[config.mk]
export PLATFORM = sky130hd
export DESIGN_NAME = rsp_framer
export DESIGN_NICKNAME = d
export VERILOG_FILES = /design/src/rtl/rsp_framer.sv
export SDC_FILE = /design/constraint.sdc
export NUM_CORES = 1
export LEC_CHECK = 0
export CORE_UTILIZATION = 25
export DETAILED_ROUTE_END_ITERATION = 10
export GPL_TIMING_DRIVEN = 0
export SYNTH_ARGS = -nofsm -noshare
export SYNTH_HDL_FRONTEND = slang
export SYNTH_SLANG_ARGS = --single-unit
[constraint.sdc]
create_clock -name clock -period 2.4 [get_ports clock]
set_input_delay 0.72 -clock clock [delete_from_list [all_inputs] [get_ports clock]]
set_output_delay 0.72 -clock clock [all_outputs]
set_load 0.05 [all_outputs]
[src/rtl/rsp_framer.sv]
// Purpose : frames one ALU result as FE, opcode, result hi, result lo, [xor checksum]
//           and feeds it byte by byte into the UART transmitter.
// Latency : first byte (START_BYTE) is offered 1 cycle after rsp_valid is captured.
// Backpr. : each byte is held on uart_tx_data with uart_tx_valid high until
//           uart_tx_ready; rsp_valid arriving while a frame is in flight is dropped
//           and flagged on rsp_dropped.
// Ports   : clock/reset_n          - core clock, async active-low reset
//           rsp_valid/opcode/result - response input, taken only while rsp_ready=1
//           rsp_ready/busy          - idle / frame-in-progress indications
//           rsp_dropped             - same-cycle pulse for a response that was ignored
//           uart_tx_data/valid/ready- byte stream towards the transmitter
module rsp_framer #(
  parameter logic [7:0] START_BYTE = 8'hFE,
  parameter bit         CSUM_EN    = 1'b1
) (
  input  logic        clock,
  input  logic        reset_n,
  input  logic        rsp_valid,
  input  logic [2:0]  rsp_opcode,
  input  logic [15:0] rsp_result,
  output logic        rsp_ready,
  output logic        rsp_dropped,
  output logic [7:0]  uart_tx_data,
  output logic        uart_tx_valid,
  input  logic        uart_tx_ready,
  output logic        busy
);

  // Each SEND_* state means "that byte is currently presented on uart_tx_data".
  typedef enum logic [2:0] {
    IDLE,
    SEND_START,
    SEND_OP,
    SEND_HI,
    SEND_LO,
    SEND_CSUM
  } state_t;

  state_t      state, state_nxt;
  logic [2:0]  op_q;
  logic [15:0] res_q;
  logic [7:0]  csum_q;
  logic [7:0]  tx_data_nxt;
  logic        tx_valid_nxt;
  logic        capture;
  logic        xfer;

  assign rsp_ready   = (state == IDLE);
  assign busy        = ~rsp_ready;
  assign rsp_dropped = rsp_valid & ~rsp_ready;
  assign capture     = rsp_valid & rsp_ready;
  assign xfer        = uart_tx_valid & uart_tx_ready;

  always_ff @(posedge clock or negedge reset_n) begin
    if (!reset_n) begin
      state         <= IDLE;
      uart_tx_data  <= 8'h00;
      uart_tx_valid <= 1'b0;
    end else begin
      state         <= state_nxt;
      uart_tx_data  <= tx_data_nxt;
      uart_tx_valid <= tx_valid_nxt;
    end
  end

  // Frame contents are frozen at capture so input changes mid-frame are harmless.
  always_ff @(posedge clock or negedge reset_n) begin
    if (!reset_n) begin
      op_q   <= 3'd0;
      res_q  <= 16'h0000;
      csum_q <= 8'h00;
    end else if (capture) begin
      op_q   <= rsp_opcode;
      res_q  <= rsp_result;
      csum_q <= {5'b0, rsp_opcode} ^ rsp_result[15:8] ^ rsp_result[7:0];
    end
  end

  // Next byte is loaded only on a transfer, so data/valid stay stable while stalled.
  always_comb begin
    state_nxt    = state;
    tx_data_nxt  = uart_tx_data;
    tx_valid_nxt = uart_tx_valid;
    case (state)
      IDLE: begin
        if (rsp_valid) begin
          state_nxt    = SEND_START;
          tx_data_nxt  = START_BYTE;
          tx_valid_nxt = 1'b1;
        end
      end
      SEND_START: begin
        if (xfer) begin
          state_nxt   = SEND_OP;
          tx_data_nxt = {5'b0, op_q};
        end
      end
      SEND_OP: begin
        if (xfer) begin
          state_nxt   = SEND_HI;
          tx_data_nxt = res_q[15:8];
        end
      end
      SEND_HI: begin
        if (xfer) begin
          state_nxt   = SEND_LO;
          tx_data_nxt = res_q[7:0];
        end
      end
      SEND_LO: begin
        if (xfer) begin
          if (CSUM_EN) begin
            state_nxt   = SEND_CSUM;
            tx_data_nxt = csum_q;
          end else begin
            state_nxt    = IDLE;
            tx_valid_nxt = 1'b0;
          end
        end
      end
      SEND_CSUM: begin
        if (xfer) begin
          state_nxt    = IDLE;
          tx_valid_nxt = 1'b0;
        end
      end
      default: begin
        state_nxt    = IDLE;
        tx_valid_nxt = 1'b0;
      end
    endcase
  end

endmodule

# --- Word-level counts from Yosys, hierarchy flattened ---
# Index checks and enable logic that the tools add are counted.
word_totals:
  ff_bits: 39
  inputBits: 23
  word_cells: 46
classes:
  reduce_logical: 6
  bitwise: 7
  n_mux: 16
  n_eq_ne: 11
op_table:
  columns: ["operator", "count"]
  rows:
  - ["$mux W8", 5]
  - ["$pmux W8 S5", 1]
  - ["$mux W3", 6]
  - ["$pmux W3 S6", 1]
  - ["$ne A2 B2 Y1 const B", 6]
  - ["$reduce_and A6 Y1", 2]
  - ["$xor A3 B8 Y8", 1]
  - ["$xor A8 B8 Y8", 1]
  - ["$eq A3 B2 Y1 const B", 2]
  - ["$eq A3 B3 Y1 const B", 2]
  - ["$reduce_bool A5 Y1", 1]
  - ["$reduce_or A4 Y1", 1]
  - ["$and A1 B1 Y1", 3]
  - ["$eq A3 B1 Y1 const B", 1]
  - ["$logic_not A3 Y1", 1]
  - ["$pmux W1 S3", 1]
  - ["$reduce_and A3 Y1", 1]
  - ["$mux W1", 2]
  - ["$not A1 Y1", 2]

# --- Longest topological paths before layout ---
logic_depth:
  depth_word: 4
  depth_mapped: 7
  mapped_depth_nobuf: 4

# --- Least setup slack after synthesis ---
# No wires, ideal clock.
synth_path:
  path_kind: "reg-to-output"
  from: "register state[2]"
  to: "output port rsp_dropped"
  stages_incl_launch_ff: 5
  t_arrival_ns: 2.714
  path_buffers: 1
  slack_ns: -1.034
  cell_sequence: "dfrtp_1 > buf_2 > nor3_1 > inv_1 > and2_1"
synth_between:
  elab_chain_cells: 3
synth_rtl:
  columns: ["element", "line_no", "source"]
  rows:
  - ["from (decl)", "39", "state_t state, state_nxt;"]
  - ["from (signal assigned)", "60", "state <= state_nxt;"]
  - ["$logic_not A3 Y1", "48", "assign rsp_ready = (state == IDLE);"]
  - ["via rsp_ready", "21", "output logic rsp_ready,"]
  - ["$not A1 Y1", null, null]
  - ["via busy", "26", "output logic busy"]
  - ["$and A1 B1 Y1", "50", "assign rsp_dropped = rsp_valid & ~rsp_ready;"]
  - ["to (decl)", "22", "output logic rsp_dropped,"]
# The timed path passes the listed nets, and every way through them passes these cells.

# --- Final worst setup path ---
layout_path:
  from: "register uart_tx_valid"
  to: "output port uart_tx_valid"
layout_rtl:
  columns: ["element", "line_no", "source"]
  rows:
  - ["from (decl)", "24", "output logic uart_tx_valid,"]
  - ["from (signal assigned)", "62", "uart_tx_valid <= tx_valid_nxt;"]
# No word-level cell between the ends.

==> Flow_metrics.wiki <==
{| class="wikitable"
! Metric !! Value
|-
| Detailed-route wire length per cell || 12.9 um
|-
| Worst min-delay path category || reg2reg
|-
| Critical Path, Cell by Cell || clkdlybuf4s50_1
|-
| Share of final-layout standard cells stronger than drive strength 1 || under 10%
|-
| Number of global-route vias before repair || around 1,400
|-
| Area Growth Syn to Fin || 31.4%
|-
| Sequential cell area fraction in the yosys report || 53.1%
|-
| Final critical-path required period || approximately 2.3 ns
|-
| Number of nets at the end of the flow || 260
|-
| Input/output buffers || 34
|-
| Post-route clock period utilization || between 90 and 100%
|-
| Number of buffers added to fix hold violations after cts || 0
|-
| Clock slew at the register clock pins of the worst setup and hold paths || 0.08 ns
|-
| Clock root cell || sky130_fd_sc_hd__clkbuf_8
|-
| Via count || between 1,000 and 1,500
|-
| Normalized max-slew margin || around 41%
|-
| Unrepaired setup endpoints after global routing || false
|-
| Post-route standard cell area excluding fillers || about 2400 um2
|-
| Dpl hpwl || 2960 um
|-
| Global-route wire length before repair || approximately 7000 um
|-
| Initial Utilization || 26.5%
|-
| Core area || ~7000 um2
|-
| WL final || ~4300 um
|-
| Maximum number of pins on one net before global-route repair || 40
|-
| Number of rows in the core area || 30
|-
| RD Place Congestion || roughly 0.75
|-
| Count of antenna diodes in the layout || 0
|-
| Post-CTS setup-driven buffer insertion count || 0
|-
| Height of the die || between 80 and 90 um
|-
| Clock tree buffer depth || 2
|-
| Average instance area after synthesis || between 9 and 10 um2
|-
| Final-report hold violation count || 0
|-
| First DRT Iteration DRCs || 117
|-
| Power density cells || between 1000 and 1500 nW/um2
|-
| Worst setup skew after layout || between 0.01 and 0.015 ns
|-
| Die Area || ~7700 um2
|-
| CP max stage cell || sky130_fd_sc_hd__clkdlybuf4s50_1
|-
| Resized cells post-CTS || 7
|-
| Drt via density || 4.39
|-
| Count of pins over their slew limit || 0
|-
| Peak ir drop on the vdd network || 0.000352 V
|-
| DR DRC count || 0
|-
| Chip Width || about 90 um
|-
| Post-place instance area || 2300 um2
|-
| Data arrival at the endpoint of the critical path || between 1.5 and 2 ns
|-
| GRT overflow || 0
|-
| Final hold slack || roughly 0.48 ns
|-
| Critical path's top delay family || buffers and inverters
|-
| Cell variety after synth || 29
|-
| Number of buffer and inverter stages on the critical path || 1
|-
| Peak fanout along the critical path || 8
|-
| Final setup fails || 0
|-
| Path type of the worst setup path || reg2out
|-
| Total CTS buffers || 5
|-
| Post-Synthesis Cells || roughly 200
|-
| TritonCTS clock tree || done
|-
| Num ports || 35
|-
| Kind of end point of the critical path || output port
|-
| Critical path data required time || 1.68 ns
|-
| Launching element type of the critical path || register
|-
| H-tree levels || 2
|-
| Total leakage power || between 1 and 1.5 nW
|-
| Peak Freq || between 0.4 and 0.5 GHz
|-
| Length of the first detailed-routing pass in iterations || 4
|-
| Area of the mapped netlist || 1840 um2
|-
| Antenna-violating nets left || 0
|-
| Initial antenna violation count || 0
|-
| Sink Count || 39
|-
| Max Cap Viol || 0
|-
| Register bit total from synthesis || 39
|-
| Worst-Skew Late Latency || 0.30 ns
|-
| Total power of the final layout || around 3.2 mW
|-
| All-layer global routing usage || between 10% and 20%
|-
| Worst-Margin Slew || a little under 0.9 ns
|-
| Status || finished, final reports clean
|-
| Number of nets in the synthesized netlist || 219
|-
| YS warnings || 0
|-
| Largest stage delay, worst path || between 0.8 and 0.9 ns
|}
stage by stage:
step	setup WS, ns	TNS, ns	utilization [%]	std cells
2_1_floorplan	-0.0818	-0.0818	-	196
3_3_place_gp	-0.449	-15.22	33.3	326
3_5_place_dp	-0.451	-0.632	33.2	326
4_1_cts	0.0626	0	34.8	334
5_1_grt	0.00366	0	34.8	334
6_report	0.0598	0	34.8	334
Yosys cell counts:
| cell type | instances | area share [%] |
|---|---|---|
| sky130_fd_sc_hd__clkbuf_1 | 5 | 1.0 |
| sky130_fd_sc_hd__o22ai_1 | 3 | 1.0 |
| sky130_fd_sc_hd__o211a_1 | 1 | 0.54 |
| sky130_fd_sc_hd__a22o_1 | 2 | 0.95 |
| sky130_fd_sc_hd__o31ai_4 | 1 | 1.2 |
| sky130_fd_sc_hd__nand2b_1 | 4 | 1.4 |
| sky130_fd_sc_hd__nand4_1 | 1 | 0.34 |
| sky130_fd_sc_hd__o32a_1 | 2 | 1.1 |
| sky130_fd_sc_hd__inv_1 | 3 | 0.61 |
| sky130_fd_sc_hd__o21ai_1 | 10 | 2.7 |
| sky130_fd_sc_hd__dfrtp_1 | 39 | 53 |
| sky130_fd_sc_hd__o21ai_0 | 1 | 0.27 |
| sky130_fd_sc_hd__nand3_1 | 1 | 0.27 |
| sky130_fd_sc_hd__a221oi_1 | 1 | 0.48 |
| sky130_fd_sc_hd__nand2_1 | 68 | 14 |
| sky130_fd_sc_hd__buf_2 | 5 | 1.4 |
| sky130_fd_sc_hd__nor2_1 | 7 | 1.4 |
| sky130_fd_sc_hd__nor3_1 | 6 | 1.6 |
| sky130_fd_sc_hd__a21oi_1 | 2 | 0.54 |
| sky130_fd_sc_hd__xnor2_1 | 8 | 3.8 |
| sky130_fd_sc_hd__o32ai_1 | 2 | 0.95 |
| sky130_fd_sc_hd__mux2_1 | 2 | 1.2 |
| sky130_fd_sc_hd__xor2_1 | 4 | 1.9 |
| sky130_fd_sc_hd__and2_1 | 3 | 1.0 |
| sky130_fd_sc_hd__mux2i_1 | 6 | 3.3 |
| sky130_fd_sc_hd__o2bb2ai_1 | 3 | 1.4 |
| sky130_fd_sc_hd__nor2b_1 | 1 | 0.34 |
| sky130_fd_sc_hd__o22a_1 | 4 | 1.9 |
| sky130_fd_sc_hd__and3_1 | 1 | 0.34 |
kinds of logic after synthesis:
kind of cell	share of synthesized area, %
xor gates and xnor gates	5.72
AOI/OAI and AO/OA	13.1
buffers and inverters	3.00
and+or+nand+nor	20.6
DFF	53.1
muxes	4.49
cells in the final DEF, fill, tap and decap left out, types with 2 or more instances in the layout:
| cell | synthesis | final |
|---|---|---|
| sky130_fd_sc_hd__a21oi_1 | 2 | 2 |
| sky130_fd_sc_hd__a22o_1 | 2 | 2 |
| sky130_fd_sc_hd__and2_1 | 3 | 3 |
| sky130_fd_sc_hd__buf_2 | 5 | 7 |
| sky130_fd_sc_hd__clkbuf_1 | 5 | 5 |
| sky130_fd_sc_hd__clkbuf_8 | 0 | 6 |
| sky130_fd_sc_hd__clkdlybuf4s50_1 | 0 | 30 |
| sky130_fd_sc_hd__dfrtp_1 | 39 | 39 |
| sky130_fd_sc_hd__dlygate4sd2_1 | 0 | 2 |
| sky130_fd_sc_hd__inv_1 | 3 | 3 |
| sky130_fd_sc_hd__mux2_1 | 2 | 2 |
| sky130_fd_sc_hd__mux2i_1 | 6 | 6 |
| sky130_fd_sc_hd__nand2_1 | 68 | 68 |
| sky130_fd_sc_hd__nand2b_1 | 4 | 4 |
| sky130_fd_sc_hd__nor2_1 | 7 | 7 |
| sky130_fd_sc_hd__nor3_1 | 6 | 5 |
| sky130_fd_sc_hd__o21ai_1 | 10 | 10 |
| sky130_fd_sc_hd__o22a_1 | 4 | 4 |
| sky130_fd_sc_hd__o22ai_1 | 3 | 3 |
| sky130_fd_sc_hd__o2bb2ai_1 | 3 | 3 |
| sky130_fd_sc_hd__o32a_1 | 2 | 2 |
| sky130_fd_sc_hd__o32ai_1 | 2 | 2 |
| sky130_fd_sc_hd__xnor2_1 | 8 | 8 |
| sky130_fd_sc_hd__xor2_1 | 4 | 4 |
final timing paths:
path	from	endpoint	slack, ns	depth (start not counted)
max in group asynchronous	reset_n	uart_tx_data[3]$_DFFE_PN0P_	1.31	1
worst max-delay path	uart_tx_valid$_DFFE_PN0P_	uart_tx_valid	0.06	1
min in group asynchronous	reset_n	state[0]$_DFFE_PN0P_	0.52	1
worst min register to register	res_q[12]$_DFFE_PN0P_	res_q[12]$_DFFE_PN0P_	0.48	2
worst max register to register	state[1]$_DFFE_PN0P_	uart_tx_data[2]$_DFFE_PN0P_	0.62	4
worst min-delay path	res_q[12]$_DFFE_PN0P_	res_q[12]$_DFFE_PN0P_	0.48	2
per-layer routing:
metal / share of wire (%) / wire, um / vias up / track usage (%)
li1: - / - / 741 / -
met1: 48 / 2070 / 684 / 16.4
met2: 46 / 1960 / 36 / 19.2
met3: 4.9 / 209 / 6 / 2.73
met4: 1.2 / 53 / 0 / 5.37
met5: 0 / 0 / - / 0
report_power, final:
| group | leakage, nW | internal, mW | switching [mW] | total [mW] |
|---|---|---|---|---|
| registers | 0.480 | 0.964 | 0.187 | 1.15 |
| clock network | 0.0612 | 0.337 | 0.245 | 0.582 |
| logic | 0.564 | 0.565 | 0.933 | 1.50 |
state kept, by name, summed over array words and instances (netlist names):
name,flops
res_q,16
csum_q,8
uart_tx_data,8
op_q,3
state,3
uart_tx_valid,1
area by class of cell:
| class | count | area (um2) |
|---|---|---|
| plain buffers | 10 | 43.8 |
| multi-input cells | 144 | 818 |
| repair buffers | 34 | 328 |
| clock buffers | 6 | 82.6 |
| well taps | 96 | 120 |
| flip-flops and latches | 39 | 976 |
| fillers | 722 | 4530 |
| inverters | 3 | 11.3 |
| clock inverters | 2 | 35.0 |
Note: power is estimated with default switching activity, not from simulation.
